--- src/rtl/kmeans_iter_ctrl.sv ---
// -----------------------------------------------------------------------------
// kmeans_iter_ctrl
// Iteration controller for a k-means clustering engine. It sequences one run:
// load the active centroid registers, stream the point range from RAM through
// the classification pipe, drain the pipe, divide, wait for the convergence
// verdict, and either iterate again or write the centroids back.
//
// Every output is registered and reflects the state the FSM is in this cycle.
// The output register is loaded from the *next* state and next counters, so
// a transition and its strobes appear in the same cycle.
//
// Ports
//   clk, rst                     clock, asynchronous active-high reset
//   go                           start pulse, only looked at in IDLE
//   abort                        terminate the run (status 11)
//   k_m1                         number of active centroids minus one
//   first_addr, last_addr        inclusive RAM point range
//   max_iter                     iteration cap (0 = unlimited)
//   conv_valid, has_converged    convergence verdict strobe and value
//   reg_num, reg_write           register-file index and write strobe
//   cent_en                      one-hot centroid-register enable
//   ram_addr, ram_cs_n, ram_oe_n RAM address and active-low controls
//   acc_en, pipe_clr, first_iter, div_en, conv_en, conv_clr  datapath controls
//   busy, done, status, iter_cnt run status
//
// Build option
//   KMEANS_ITER_LIMIT_EN : when defined, max_iter caps the iteration count
//                          (status 10). When undefined, max_iter is ignored.
// -----------------------------------------------------------------------------
module kmeans_iter_ctrl #(
  parameter int CENT_NUM      = 8,
  parameter int LOG2_CENT_NUM = 3,
  parameter int ADDR_W        = 9,
  parameter int PIPE_DEPTH    = 3,
  parameter int ITER_W        = 8,
  parameter int REG_W         = 4,
  parameter int CENT_REG_BASE = 2
) (
  input  logic                     clk,
  input  logic                     rst,
  input  logic                     go,
  input  logic                     abort,
  input  logic [LOG2_CENT_NUM-1:0] k_m1,
  input  logic [ADDR_W-1:0]        first_addr,
  input  logic [ADDR_W-1:0]        last_addr,
  input  logic [ITER_W-1:0]        max_iter,
  input  logic                     conv_valid,
  input  logic                     has_converged,
  output logic [REG_W-1:0]         reg_num,
  output logic                     reg_write,
  output logic [CENT_NUM-1:0]      cent_en,
  output logic [ADDR_W-1:0]        ram_addr,
  output logic                     ram_cs_n,
  output logic                     ram_oe_n,
  output logic                     acc_en,
  output logic                     pipe_clr,
  output logic                     first_iter,
  output logic                     div_en,
  output logic                     conv_en,
  output logic                     conv_clr,
  output logic                     busy,
  output logic                     done,
  output logic [1:0]               status,
  output logic [ITER_W-1:0]        iter_cnt
);

  // The centroid index needs one extra bit to represent k_m1+1 (end of walk).
  localparam int IDX_W = LOG2_CENT_NUM + 1;
  localparam int CNT_W = 3;

  localparam logic [IDX_W-1:0]    IDX_ZERO  = {IDX_W{1'b0}};
  localparam logic [IDX_W-1:0]    IDX_ONE   = {{(IDX_W-1){1'b0}}, 1'b1};
  localparam logic [CNT_W-1:0]    CNT_ZERO  = {CNT_W{1'b0}};
  localparam logic [CNT_W-1:0]    CNT_ONE   = {{(CNT_W-1){1'b0}}, 1'b1};
  localparam logic [CNT_W-1:0]    PIPE_LAST = CNT_W'(PIPE_DEPTH - 1);
  localparam logic [ADDR_W-1:0]   ADDR_ONE  = {{(ADDR_W-1){1'b0}}, 1'b1};
  localparam logic [ITER_W-1:0]   ITER_ONE  = {{(ITER_W-1){1'b0}}, 1'b1};
  localparam logic [ITER_W-1:0]   ITER_MAX  = {ITER_W{1'b1}};
  localparam logic [CENT_NUM-1:0] CENT_ONE  = {{(CENT_NUM-1){1'b0}}, 1'b1};
  localparam logic [REG_W-1:0]    REG_BASE  = REG_W'(CENT_REG_BASE);

  typedef enum logic [3:0] {
    S_IDLE      = 4'd0,
    S_LOAD_CENT = 4'd1,
    S_FILL      = 4'd2,
    S_CLASSIFY  = 4'd3,
    S_DRAIN     = 4'd4,
    S_CALC      = 4'd5,
    S_CONV_WAIT = 4'd6,
    S_WRITEBACK = 4'd7,
    S_DONE      = 4'd8
  } state_t;

  state_t                     state_r, state_nxt_s;
  logic [IDX_W-1:0]           idx_r, idx_nxt_s;
  logic [CNT_W-1:0]           cnt_r, cnt_nxt_s;
  logic [ADDR_W-1:0]          addr_r, addr_nxt_s;
  logic [LOG2_CENT_NUM-1:0]   k_r, k_nxt_s;
  logic [ADDR_W-1:0]          first_r, first_nxt_s;
  logic [ADDR_W-1:0]          last_r, last_nxt_s;
  logic [1:0]                 status_nxt_s;
  logic [ITER_W-1:0]          iter_nxt_s, iter_inc_s;
  logic                       first_iter_nxt_s;
  logic                       abort_hit_s;
  logic                       limit_hit_s;
  logic [IDX_W-1:0]           k_p1_s;
  logic [IDX_W-1:0]           k_nxt_ext_s;

  logic [REG_W-1:0]           reg_num_s;
  logic                       reg_write_s;
  logic [CENT_NUM-1:0]        cent_en_s;
  logic [ADDR_W-1:0]          ram_addr_s;
  logic                       ram_cs_n_s, ram_oe_n_s;
  logic                       acc_en_s, pipe_clr_s, div_en_s;
  logic                       conv_en_s, conv_clr_s, busy_s, done_s;

  // Abort ends any active run; DONE is already terminating and ignores it.
  assign abort_hit_s = abort && (state_r != S_IDLE) && (state_r != S_DONE);
  assign k_p1_s      = {1'b0, k_r} + IDX_ONE;
  assign k_nxt_ext_s = {1'b0, k_nxt_s};
  // iter_cnt saturates instead of wrapping.
  assign iter_inc_s  = (iter_cnt == ITER_MAX) ? iter_cnt : (iter_cnt + ITER_ONE);

`ifdef KMEANS_ITER_LIMIT_EN
  logic [ITER_W-1:0] max_r;

  // Capture the iteration cap at start of run.
  always_ff @(posedge clk or posedge rst) begin
    if (rst) begin
      max_r <= {ITER_W{1'b0}};
    end else if ((state_r == S_IDLE) && go) begin
      max_r <= max_iter;
    end else begin
      max_r <= max_r;
    end
  end

  assign limit_hit_s = (max_r != {ITER_W{1'b0}}) && (iter_inc_s == max_r);
`else
  // The cap is ignored in this build; the reduction only marks the port used.
  logic unused_max_iter_s;
  assign unused_max_iter_s = ^max_iter;
  assign limit_hit_s       = 1'b0;
`endif

  // Next-state and run-context computation.
  always_comb begin
    state_nxt_s      = state_r;
    idx_nxt_s        = idx_r;
    cnt_nxt_s        = cnt_r;
    addr_nxt_s       = addr_r;
    k_nxt_s          = k_r;
    first_nxt_s      = first_r;
    last_nxt_s       = last_r;
    status_nxt_s     = status;
    iter_nxt_s       = iter_cnt;
    first_iter_nxt_s = first_iter;
    if (abort_hit_s) begin
      state_nxt_s  = S_DONE;
      status_nxt_s = 2'b11;
    end else begin
      case (state_r)
        S_IDLE: begin
          if (go) begin
            state_nxt_s      = S_LOAD_CENT;
            k_nxt_s          = k_m1;
            first_nxt_s      = first_addr;
            last_nxt_s       = last_addr;
            idx_nxt_s        = IDX_ZERO;
            status_nxt_s     = 2'b00;
            iter_nxt_s       = {ITER_W{1'b0}};
            first_iter_nxt_s = 1'b1;
          end else begin
            state_nxt_s = S_IDLE;
          end
        end
        // idx 0..k_m1 issues reg_num; idx 1..k_m1+1 issues the delayed cent_en.
        S_LOAD_CENT: begin
          if (idx_r == k_p1_s) begin
            if (first_r > last_r) begin
              state_nxt_s  = S_DONE;
              status_nxt_s = 2'b11;
            end else begin
              state_nxt_s = S_FILL;
              cnt_nxt_s   = CNT_ZERO;
              addr_nxt_s  = first_r;
            end
          end else begin
            idx_nxt_s = idx_r + IDX_ONE;
          end
        end
        // A range shorter than the pipe finishes its reads while still filling.
        S_FILL: begin
          if (addr_r == last_r) begin
            state_nxt_s = S_DRAIN;
            cnt_nxt_s   = CNT_ZERO;
          end else if (cnt_r == PIPE_LAST) begin
            state_nxt_s = S_CLASSIFY;
            addr_nxt_s  = addr_r + ADDR_ONE;
          end else begin
            addr_nxt_s = addr_r + ADDR_ONE;
            cnt_nxt_s  = cnt_r + CNT_ONE;
          end
        end
        S_CLASSIFY: begin
          if (addr_r == last_r) begin
            state_nxt_s = S_DRAIN;
            cnt_nxt_s   = CNT_ZERO;
          end else begin
            addr_nxt_s = addr_r + ADDR_ONE;
          end
        end
        S_DRAIN: begin
          if (cnt_r == PIPE_LAST) begin
            state_nxt_s = S_CALC;
          end else begin
            cnt_nxt_s = cnt_r + CNT_ONE;
          end
        end
        S_CALC: begin
          state_nxt_s = S_CONV_WAIT;
          idx_nxt_s   = IDX_ZERO;
        end
        // idx walks the centroid enables and parks at k_m1+1 (all enables off).
        S_CONV_WAIT: begin
          if (conv_valid) begin
            iter_nxt_s = iter_inc_s;
            if (has_converged) begin
              state_nxt_s  = S_WRITEBACK;
              status_nxt_s = 2'b01;
              idx_nxt_s    = IDX_ZERO;
            end else if (limit_hit_s) begin
              state_nxt_s  = S_WRITEBACK;
              status_nxt_s = 2'b10;
              idx_nxt_s    = IDX_ZERO;
            end else begin
              state_nxt_s      = S_FILL;
              first_iter_nxt_s = 1'b0;
              addr_nxt_s       = first_r;
              cnt_nxt_s        = CNT_ZERO;
            end
          end else if (idx_r != k_p1_s) begin
            idx_nxt_s = idx_r + IDX_ONE;
          end else begin
            idx_nxt_s = idx_r;
          end
        end
        S_WRITEBACK: begin
          if (idx_r == {1'b0, k_r}) begin
            state_nxt_s = S_DONE;
          end else begin
            idx_nxt_s = idx_r + IDX_ONE;
          end
        end
        S_DONE: begin
          state_nxt_s = S_IDLE;
        end
        default: begin
          state_nxt_s = S_IDLE;
        end
      endcase
    end
  end

  // Output values for the state being entered.
  always_comb begin
    reg_num_s   = {REG_W{1'b0}};
    reg_write_s = 1'b0;
    cent_en_s   = {CENT_NUM{1'b0}};
    ram_addr_s  = {ADDR_W{1'b0}};
    ram_cs_n_s  = 1'b1;
    ram_oe_n_s  = 1'b1;
    acc_en_s    = 1'b0;
    pipe_clr_s  = 1'b0;
    div_en_s    = 1'b0;
    conv_en_s   = 1'b0;
    conv_clr_s  = 1'b0;
    busy_s      = 1'b1;
    done_s      = 1'b0;
    case (state_nxt_s)
      S_IDLE: begin
        busy_s = 1'b0;
      end
      S_LOAD_CENT: begin
        if (idx_nxt_s <= k_nxt_ext_s) begin
          reg_num_s = REG_BASE + REG_W'(idx_nxt_s);
        end else begin
          reg_num_s = {REG_W{1'b0}};
        end
        if (idx_nxt_s != IDX_ZERO) begin
          cent_en_s = CENT_ONE << (idx_nxt_s - IDX_ONE);
        end else begin
          cent_en_s = {CENT_NUM{1'b0}};
        end
      end
      S_FILL: begin
        ram_cs_n_s = 1'b0;
        ram_oe_n_s = 1'b0;
        ram_addr_s = addr_nxt_s;
        pipe_clr_s = (cnt_nxt_s == CNT_ZERO);
      end
      S_CLASSIFY: begin
        ram_cs_n_s = 1'b0;
        ram_oe_n_s = 1'b0;
        ram_addr_s = addr_nxt_s;
        acc_en_s   = 1'b1;
      end
      S_DRAIN: begin
        acc_en_s = 1'b1;
      end
      S_CALC: begin
        div_en_s   = 1'b1;
        conv_clr_s = 1'b1;
      end
      S_CONV_WAIT: begin
        conv_en_s = 1'b1;
        if (idx_nxt_s <= k_nxt_ext_s) begin
          cent_en_s = CENT_ONE << idx_nxt_s;
        end else begin
          cent_en_s = {CENT_NUM{1'b0}};
        end
      end
      S_WRITEBACK: begin
        reg_write_s = 1'b1;
        reg_num_s   = REG_BASE + REG_W'(idx_nxt_s);
      end
      S_DONE: begin
        busy_s = 1'b0;
        done_s = 1'b1;
      end
      default: begin
        busy_s = 1'b0;
      end
    endcase
  end

  // State, run context and registered outputs.
  always_ff @(posedge clk or posedge rst) begin
    if (rst) begin
      state_r    <= S_IDLE;
      idx_r      <= IDX_ZERO;
      cnt_r      <= CNT_ZERO;
      addr_r     <= {ADDR_W{1'b0}};
      k_r        <= {LOG2_CENT_NUM{1'b0}};
      first_r    <= {ADDR_W{1'b0}};
      last_r     <= {ADDR_W{1'b0}};
      status     <= 2'b00;
      iter_cnt   <= {ITER_W{1'b0}};
      first_iter <= 1'b1;
      reg_num    <= {REG_W{1'b0}};
      reg_write  <= 1'b0;
      cent_en    <= {CENT_NUM{1'b0}};
      ram_addr   <= {ADDR_W{1'b0}};
      ram_cs_n   <= 1'b1;
      ram_oe_n   <= 1'b1;
      acc_en     <= 1'b0;
      pipe_clr   <= 1'b0;
      div_en     <= 1'b0;
      conv_en    <= 1'b0;
      conv_clr   <= 1'b0;
      busy       <= 1'b0;
      done       <= 1'b0;
    end else begin
      state_r    <= state_nxt_s;
      idx_r      <= idx_nxt_s;
      cnt_r      <= cnt_nxt_s;
      addr_r     <= addr_nxt_s;
      k_r        <= k_nxt_s;
      first_r    <= first_nxt_s;
      last_r     <= last_nxt_s;
      status     <= status_nxt_s;
      iter_cnt   <= iter_nxt_s;
      first_iter <= first_iter_nxt_s;
      reg_num    <= reg_num_s;
      reg_write  <= reg_write_s;
      cent_en    <= cent_en_s;
      ram_addr   <= ram_addr_s;
      ram_cs_n   <= ram_cs_n_s;
      ram_oe_n   <= ram_oe_n_s;
      acc_en     <= acc_en_s;
      pipe_clr   <= pipe_clr_s;
      div_en     <= div_en_s;
      conv_en    <= conv_en_s;
      conv_clr   <= conv_clr_s;
      busy       <= busy_s;
      done       <= done_s;
    end
  end

endmodule

--- config.mk ---
export PLATFORM = sky130hd
export DESIGN_NAME = kmeans_iter_ctrl
export DESIGN_NICKNAME = d
export VERILOG_FILES = /design/src/rtl/kmeans_iter_ctrl.sv
export SDC_FILE = /design/constraint.sdc
export NUM_CORES = 1
export LEC_CHECK = 0
export ABC_AREA = 1
export CELL_PAD_IN_SITES_DETAIL_PLACEMENT = 1
export CELL_PAD_IN_SITES_GLOBAL_PLACEMENT = 1
export CORE_ASPECT_RATIO = 0.6
export CORE_MARGIN = 3
export CORE_UTILIZATION = 36
export DETAILED_ROUTE_END_ITERATION = 7
export PLACE_DENSITY_LB_ADDON = 0.1
export RECOVER_POWER = 100
export SETUP_SLACK_MARGIN = 0.5
export SLEW_MARGIN = 20
export SYNTH_ARGS = -nofsm -noshare
export SYNTH_HDL_FRONTEND = slang
export SYNTH_SLANG_ARGS = --single-unit
--- constraint.sdc ---
create_clock -name clk -period 2.7 [get_ports clk]
set_input_delay 0.27 -clock clk [delete_from_list [all_inputs] [get_ports clk]]
set_output_delay 0.27 -clock clk [all_outputs]
set_load 0.01 [all_outputs]
==> results.json, run 1 <==
{
  "status": "finished with violations",
  "violations": "capacitance limit, slew limit",
  "synth-seq-cells": 81,
  "end_kind": "register",
  "yosys_most_used_dff": "dfrtp_1",
  "synth_area_mm2": 0.00487,
  "r2r_start": "state_r[2]$_DFF_PP0_",
  "max-cap-violations": 1,
  "antenna_found_initial": 0,
  "crit_start": "state_r[2]$_DFF_PP0_",
  "area_growth_pct": 47.2,
  "grt_util_met2_pct": 32.1,
  "ir_drop_mv": 0.393,
  "postRouteAntennaNets": 0,
  "cts.sinks": 81,
  "hold_path.class": "input port to register",
  "clkTransAtPathRegs_ns": 0.06,
  "whs_path_depth": 3,
  "met1_usage_pct": 35.0,
  "busiest_layer": "met1",
  "cts_tree": "built",
  "yosys_warnings": 0,
  "die_h_um": 96.1,
  "cts_buffers": 9,
  "grt_max_degree": 82,
  "start_util_pct": 37.3,
  "tightest_slew_ns": 1.87,
  "grt_setup_unrepaired": "true",
  "cp-start-kind": "register",
  "synth_edf_count": 0,
  "report.power.total_w": 0.00841,
  "post-route-min-period_ns": 2.54,
  "hold_path_startpoint": "first_addr[7]",
  "via_per_inst": 5.17,
  "fmaxAchievable_ghz": 0.393,
  "dr.pass1.iters": 5,
  "clock_skew_ns": 0.00838,
  "pwr_density_cell_mw_per_mm2": 1170,
  "rr_endpoint": "cent_en[2]$_DFF_PP0_",
  "core_region_area_mm2": 0.0131,
  "path_cells": "inv_2, nor2_4, nand4_1, nand2_4, nand3_4, nand3_4, nand2_4, o21ai_4, ha_4, inv_2, nor2_2, o21a_1, o21ai_2, nand2_2, nor2_4, nand2_1, nand2_1",
  "avgRoutedWirePerCell_um": 18.1,
  "grt_pass1_wl_mm": 26.2,
  "critPathArrivalTime_ns": 2.82,
  "die_x_um": 156,
  "final_hold_viol_count": 0,
  "synth_top_area_share_pct": 40.6,
  "reg2reg_depth": 17,
  "num_rows": 32,
  "routed_wl_mm": 17.3,
  "fill_cells": 1541,
  "dp_cells": 907,
  "track_usage_pct": 22.5,
  "place.port_buffers": 68,
  "setup_viol": 0,
  "cts_hold_buf": 0,
  "r2r_slack_ns": 0.16,
  "report.final.slew_viol_count": 82,
  "grt_pass1_vias": 4902,
  "die_area_mm2": 0.0150,
  "clk_latency_ns": 0.34,
  "h-tree-depth": 3,
  "dp_hpwl_mm": 12.4,
  "hold-path-endpoint": "first_r[7]$_DFFE_PP0P_",
  "post-route-drc-count": 0,
  "drive_gt1_share_pct": 31.3,
  "syn-instance-count": 636,
  "grt-ovfl-total": 0,
  "globalRouteMet3Util_pct": 4.76,
  "dpl_cell_area_mm2": 0.00606,
  "fin_area_mm2": 0.00717,
  "n_antenna_cell": 0,
  "slew_headroom_pct": -24.4,
  "yosys.cell_count.top_type": "nand2_1",
  "leakage_nw": 3.55,
  "synth_commonest_cells": "nand2_1 (168), dfrtp_1 (79), inv_1 (75)",
  "required_ns": 2.97,
  "avgSynthCellArea_um2": 7.66,
  "synth.distinct_cells": 44,
  "synth.net_count": 692,
  "worstSetupPathType": "register to register",
  "stdcell_count": 956,
  "cpPeakStageDelay_ns": 0.43,
  "synth_area_leaders": "dfrtp_1 (41%), nand2_1 (13%), inv_1 (5.8%)",
  "cts_root_buffer": "clkbuf_16",
  "path_max_fanout": 8,
  "via_count": 4940,
  "drtIter0Drc": 310,
  "synth_top_area_cell": "dfrtp_1",
  "cts_buffer_depth": 2,
  "io_pins": 77,
  "fin_crit_sh_pct": 94.2,
  "async_reset_ff_share_pct": 100,
  "cp_slowest_cell": "dfrtp_2",
  "fin_nets": 838,
  "ys_seq_area_share_pct": 41.6,
  "gp_congestion": 0.895
}
cells by family (layout without fill, tap and decap cells):
kind of cell | after synthesis | count (layout) | share of synthesized area (%)
XOR/XNOR | 15 | 15 | 2.70
AND/OR/NAND/NOR | 334 | 335 | 31.9
buffers and inverters | 100 | 249 | 8.32
flip-flops | 81 | 81 | 41.6
AO/OA/AOI/OAI | 85 | 85 | 10.1
adder cells (fa/ha/maj) | 21 | 21 | 5.39
placed cells by master, fill, tap and decap left out, types with 4 or more instances in the layout:
cell               n
nand4_1           18
nand2_4           14
o21ai_1            5
nand3_1           41
buf_6             16
ha_1              18
dfrtp_1           72
xnor2_1            6
inv_1             61
nor3_1             7
xor2_1             8
nand3_2            7
dlygate4sd3_1     42
a21oi_1           12
o21ai_0           27
inv_2             18
o21ai_2            9
buf_4             61
nand2_1          138
nand3_4            4
inv_4              4
nand3b_1           6
nor2_4            13
clkdlybuf4s50_1   26
nand2_2           32
clkbuf_16          9
nor2_2            14
a21oi_2           10
nor2_1            33
dfrtp_2            7
final cells by class:
cell class	instances	area (um2)	area share (%)
Timing Repair Buffer	148	1350	18.8
Sequential cell	81	2040	28.4
Clock inverter	4	76.3	1.06
Inverter	86	338	4.71
Tap cell	170	213	2.97
Multi-Input combinational cell	456	2920	40.7
Clock buffer	11	243	3.38
flip-flops by register name, summed over array words and instances, names as in the netlist, 2 cells and up:
signal and flops:
k_r 3, iter_cnt 8, last_r 9, cnt_r 3, reg_num 4, first_r 9
cent_en 8, addr_r 9, idx_r 4, state_r 4, ram_addr 9, status 2
worst max-delay path: cells and delay by family (launching register included):
| kind | cells | cell delay [ns] |
|---|---|---|
| AO/OA/AOI/OAI | 3 | 0.40 |
| AND/OR/NAND/NOR | 11 | 1.30 |
| buffers and inverters | 2 | 0.13 |
| adder cells (fa/ha/maj) | 1 | 0.23 |
| flip-flops | 1 | 0.43 |
report_power, final:
part / switching, W / total, W / internal (W)
Clock: 0.000501 / 0.00133 / 0.000834
Sequential: 0.000360 / 0.00194 / 0.00158
Combinational: 0.00305 / 0.00514 / 0.00209
timing repair:
item	in CTS	in global routing
endpoints found under the hold margin	0	0
pin swaps	31	51
setup endpoints to repair	36	45
gates resized for setup	59	106
setup buffers	18	15
gates cloned	0	1
per-layer routing:
metal	part of all wire (%)	vias up
met2	43	132
met5	0	-
met3	5.1	17
li1	-	2363
met4	1.0	0
met1	51	2428
stage by stage:
step / setup TNS (ns) / setup WS (ns) / util (%) / hold slack (ns)
6_report: 0 / 0.155 / 55.0 / 0.463
5_1_grt: 0 / 0.00670 / 55.0 / 0.470
2_1_floorplan: 0 / 0.199 / - / 0.380
3_5_place_dp: -2.16 / -0.218 / 46.4 / 0.487
3_3_place_gp: 0 / 0.00262 / 46.4 / 0.476
4_1_cts: -0.00104 / -0.00104 / 51.4 / 0.453
worst max-delay path by stage:
stage,end,slack (ns),depth (start not counted)
floorplan,cent_en[0]$_DFF_PP0_,0.20,16
global placement,cent_en[7]$_DFF_PP0_,0.003,17
detailed placement,cent_en[3]$_DFF_PP0_,-0.22,17
CTS,cent_en[3]$_DFF_PP0_,-0.001,16
global route,cent_en[5]$_DFF_PP0_,0.007,17
finish,cent_en[2]$_DFF_PP0_,0.16,17
(Power assumes the default switching activity.)
==> run 2: changes to the inputs <==
Settings changed: ABC_CLOCK_PERIOD_IN_PS from default to 2700, SLEW_MARGIN 20 to 10.
==> results of run 2 <==
Final layout, timing and power as in run 1 (identical DEF).
==> run 3: changes to the inputs <==
Settings changed: ABC_AREA 1 to default, CORE_UTILIZATION 36 to 37, SETUP_SLACK_MARGIN 0.5 to 0.4.
==> run 3 against run 2 <==
  * The run ends with setup timing left
  * Power rose by 2.3%
  * Count of clock-buffer cells in the layout unchanged
  * Area after synthesis down 7.0%
  * Design area is 1.3% higher
  * Wire length rose by 3.2%
  * Critical endpoint is now cent_en[4]$_DFF_PP0_
  * First-iteration DRC count rose by 6.5%
==> results.json, run 3 <==
{
  "synth_area_mm2": 0.00453,
  "status": "finished with violations",
  "cts_hold_buf": 0,
  "cts.sinks": 81,
  "yosys_warnings": 0,
  "ir_drop_mv": 0.616,
  "dp_hpwl_mm": 11.5,
  "setup_viol": 32,
  "r2r_start": "k_r[0]$_DFF_PP0_",
  "synth_edf_count": 0,
  "cts_root_buffer": "clkbuf_16",
  "area_growth_pct": 60.3,
  "leakage_nw": 3.23,
  "synth_commonest_cells": "dfrtp_1 (79), nand2_1 (34), nor2_1 (34)",
  "final_hold_viol_count": 0,
  "dpl_cell_area_mm2": 0.00608,
  "io_pins": 77,
  "synth_top_area_cell": "dfrtp_1",
  "fin_area_mm2": 0.00727,
  "cts_tree": "built",
  "report.power.total_w": 0.00860,
  "avgSynthCellArea_um2": 9.77,
  "yosys.cell_count.top_type": "dfrtp_1",
  "synth-seq-cells": 81,
  "yosys_most_used_dff": "dfrtp_1",
  "h-tree-depth": 3,
  "clkTransAtPathRegs_ns": 0.07,
  "fmaxAchievable_ghz": 0.306,
  "finish.utilization_pct": 62.4,
  "synth_top_area_share_pct": 43.6,
  "syn-instance-count": 464,
  "path_max_fanout": 4,
  "place.port_buffers": 68,
  "synth.distinct_cells": 69,
  "start_util_pct": 38.9,
  "slew_headroom_pct": 2.46,
  "layout_setup_ws_ns": -0.567,
  "fin_crit_sh_pct": 121,
  "post-route-min-period_ns": 3.27,
  "ys_seq_area_share_pct": 44.8,
  "num_rows": 30,
  "dr.pass1.iters": 4,
  "max-cap-violations": 0,
  "required_ns": 2.97,
  "report.final.slew_viol_count": 0,
  "post-route-drc-count": 0,
  "gp_congestion": 0.854,
  "holdWs_ns": 0.487,
  "synth.net_count": 520,
  "avgRoutedWirePerCell_um": 21.9,
  "crit_start": "k_r[0]$_DFF_PP0_",
  "antenna_found_initial": 0,
  "die_x_um": 149,
  "grt_pass1_vias": 4745,
  "via_per_inst": 5.66,
  "track_usage_pct": 24.7,
  "violations": "setup timing",
  "hold_path.class": "register to register",
  "cts_buffers": 9,
  "die_h_um": 91.7,
  "regArea_mm2": 0.00203,
  "cts_buffer_depth": 2,
  "multi_input_area_mm2": 0.00289,
  "mostFrequentLayoutCells": "buf_4 (90), dfrtp_1 (78), dlygate4sd3_1 (43)",
  "mostFrequentLayoutCell": "buf_4",
  "pwr_density_cell_mw_per_mm2": 1180,
  "grt-ovfl-total": 0,
  "die_area_mm2": 0.0137,
  "clk_latency_ns": 0.35,
  "synth_area_leaders": "dfrtp_1 (44%), ha_1 (5.8%), o21ai_0 (3.1%)",
  "grt_setup_unrepaired": "true",
  "grt_max_degree": 30,
  "drive_gt1_share_pct": 36.2,
  "worstSetupPathType": "register to register",
  "end_kind": "register",
  "n_antenna_cell": 0,
  "tightest_slew_ns": 1.46,
  "stdcell_count": 814,
  "routed_wl_mm": 17.8,
  "grt_pass1_wl_mm": 26.3,
  "clock_skew_ns": 0.0143,
  "dp_cells": 758,
  "critPathArrivalTime_ns": 3.53,
  "cp-start-kind": "register",
  "hold_path_startpoint": "status[1]$_DFFE_PP0P_",
  "drtIter0Drc": 330,
  "via_count": 4606,
  "fin_nets": 705,
  "fill_cells": 1239,
  "async_reset_ff_share_pct": 100,
  "postRouteAntennaNets": 0,
  "core_region_area_mm2": 0.0116
}
==> run 3: changes by cell type after synthesis, sizes merged, moves of 9 or more <==
cell,delta
nand3,-34
nand2,-150
and2,+9
mux2,+12
nand4,-9
nand2b,+11
inv,-64
nor2,-26
nor2b,+11
==> run 3: routing by layer <==
layer  up-vias  global-route usage (%)  part of all wire [%]
li1       2051                       -                     -
met1      2349                    34.9                    47
met2       173                    36.8                    44
met3        33                    8.69                   7.7
met4         0                    4.65                   1.2
met5         -                       0                     0
==> run 3: area by class of cell <==
class | instances | area share [%]
clock buffer | 11 | 3.34
multi-input combinational | 342 | 39.8
sequential | 81 | 27.9
timing repair buffer | 195 | 23.9
inverter | 20 | 1.05
tap | 160 | 2.76
clock inverter | 5 | 1.19
==> run 3: cells by family (layout without fill, tap and decap cells) <==
group	count (synthesis)	count (layout)	synth area share [%]
AND/OR/NAND/NOR	169	169	20.1
AO/OA/AOI/OAI	113	113	17.0
flip-flops	81	81	44.8
buffers and inverters	41	231	3.92
adder cells (fa/ha/maj)	21	21	5.80
XOR/XNOR	21	21	4.06
multiplexers	18	18	4.31
==> run 3: worst max-delay path: stages (launching register included) <==
cell and delay [ns]:
dfrtp_1 0.38, ha_2 0.18, xor2_1 0.17, or3_4 0.40, a21o_4 0.22, mux2_4 0.31
a211oi_4 0.23, inv_2 0.08, ha_4 0.24, a21o_1 0.16, a21oi_2 0.18, a31oi_4 0.07
nor4_4 0.24, a22oi_2 0.17, nor2_1 0.15
==> run 3: what timing repair did <==
action	CTS	global route
gates resized for setup	78	57
cloned	1	0
endpoints found under the hold margin	0	0
buffers inserted	20	19
endpoints found under the setup margin	50	57
pin swaps	20	22
==> run 3: report_power, final <==
group,total [W],internal (W),leakage (nW),switching [W]
Clock,0.00138,0.000845,0.161,0.000537
Sequential,0.00189,0.00155,1.06,0.000337
Combinational,0.00533,0.00258,2.01,0.00275
==> run 3: path summary, 6_finish.rpt <==
kind                       slack [ns]                     to  cells past startpoint
setup / recovery                -0.57   cent_en[4]$_DFF_PP0_                     14
hold / removal                   0.49  status[1]$_DFFE_PP0P_                      1
setup reg to reg                -0.57   cent_en[4]$_DFF_PP0_                     14
hold reg to reg                  0.49  status[1]$_DFFE_PP0P_                      1
max in group asynchronous        0.42    addr_r[6]$_DFF_PP0_                      3
min in group asynchronous        0.50   reg_num[0]$_DFF_PP0_                      2
==> run 3: through the flow <==
stage	setup WS, ns	setup TNS, ns
global route	-0.773	-16.40
global placement	-0.447	-5.23
detailed placement	-0.558	-6.46
CTS	-0.521	-5.74
finish	-0.567	-9.11
floorplan	-0.513	-6.03
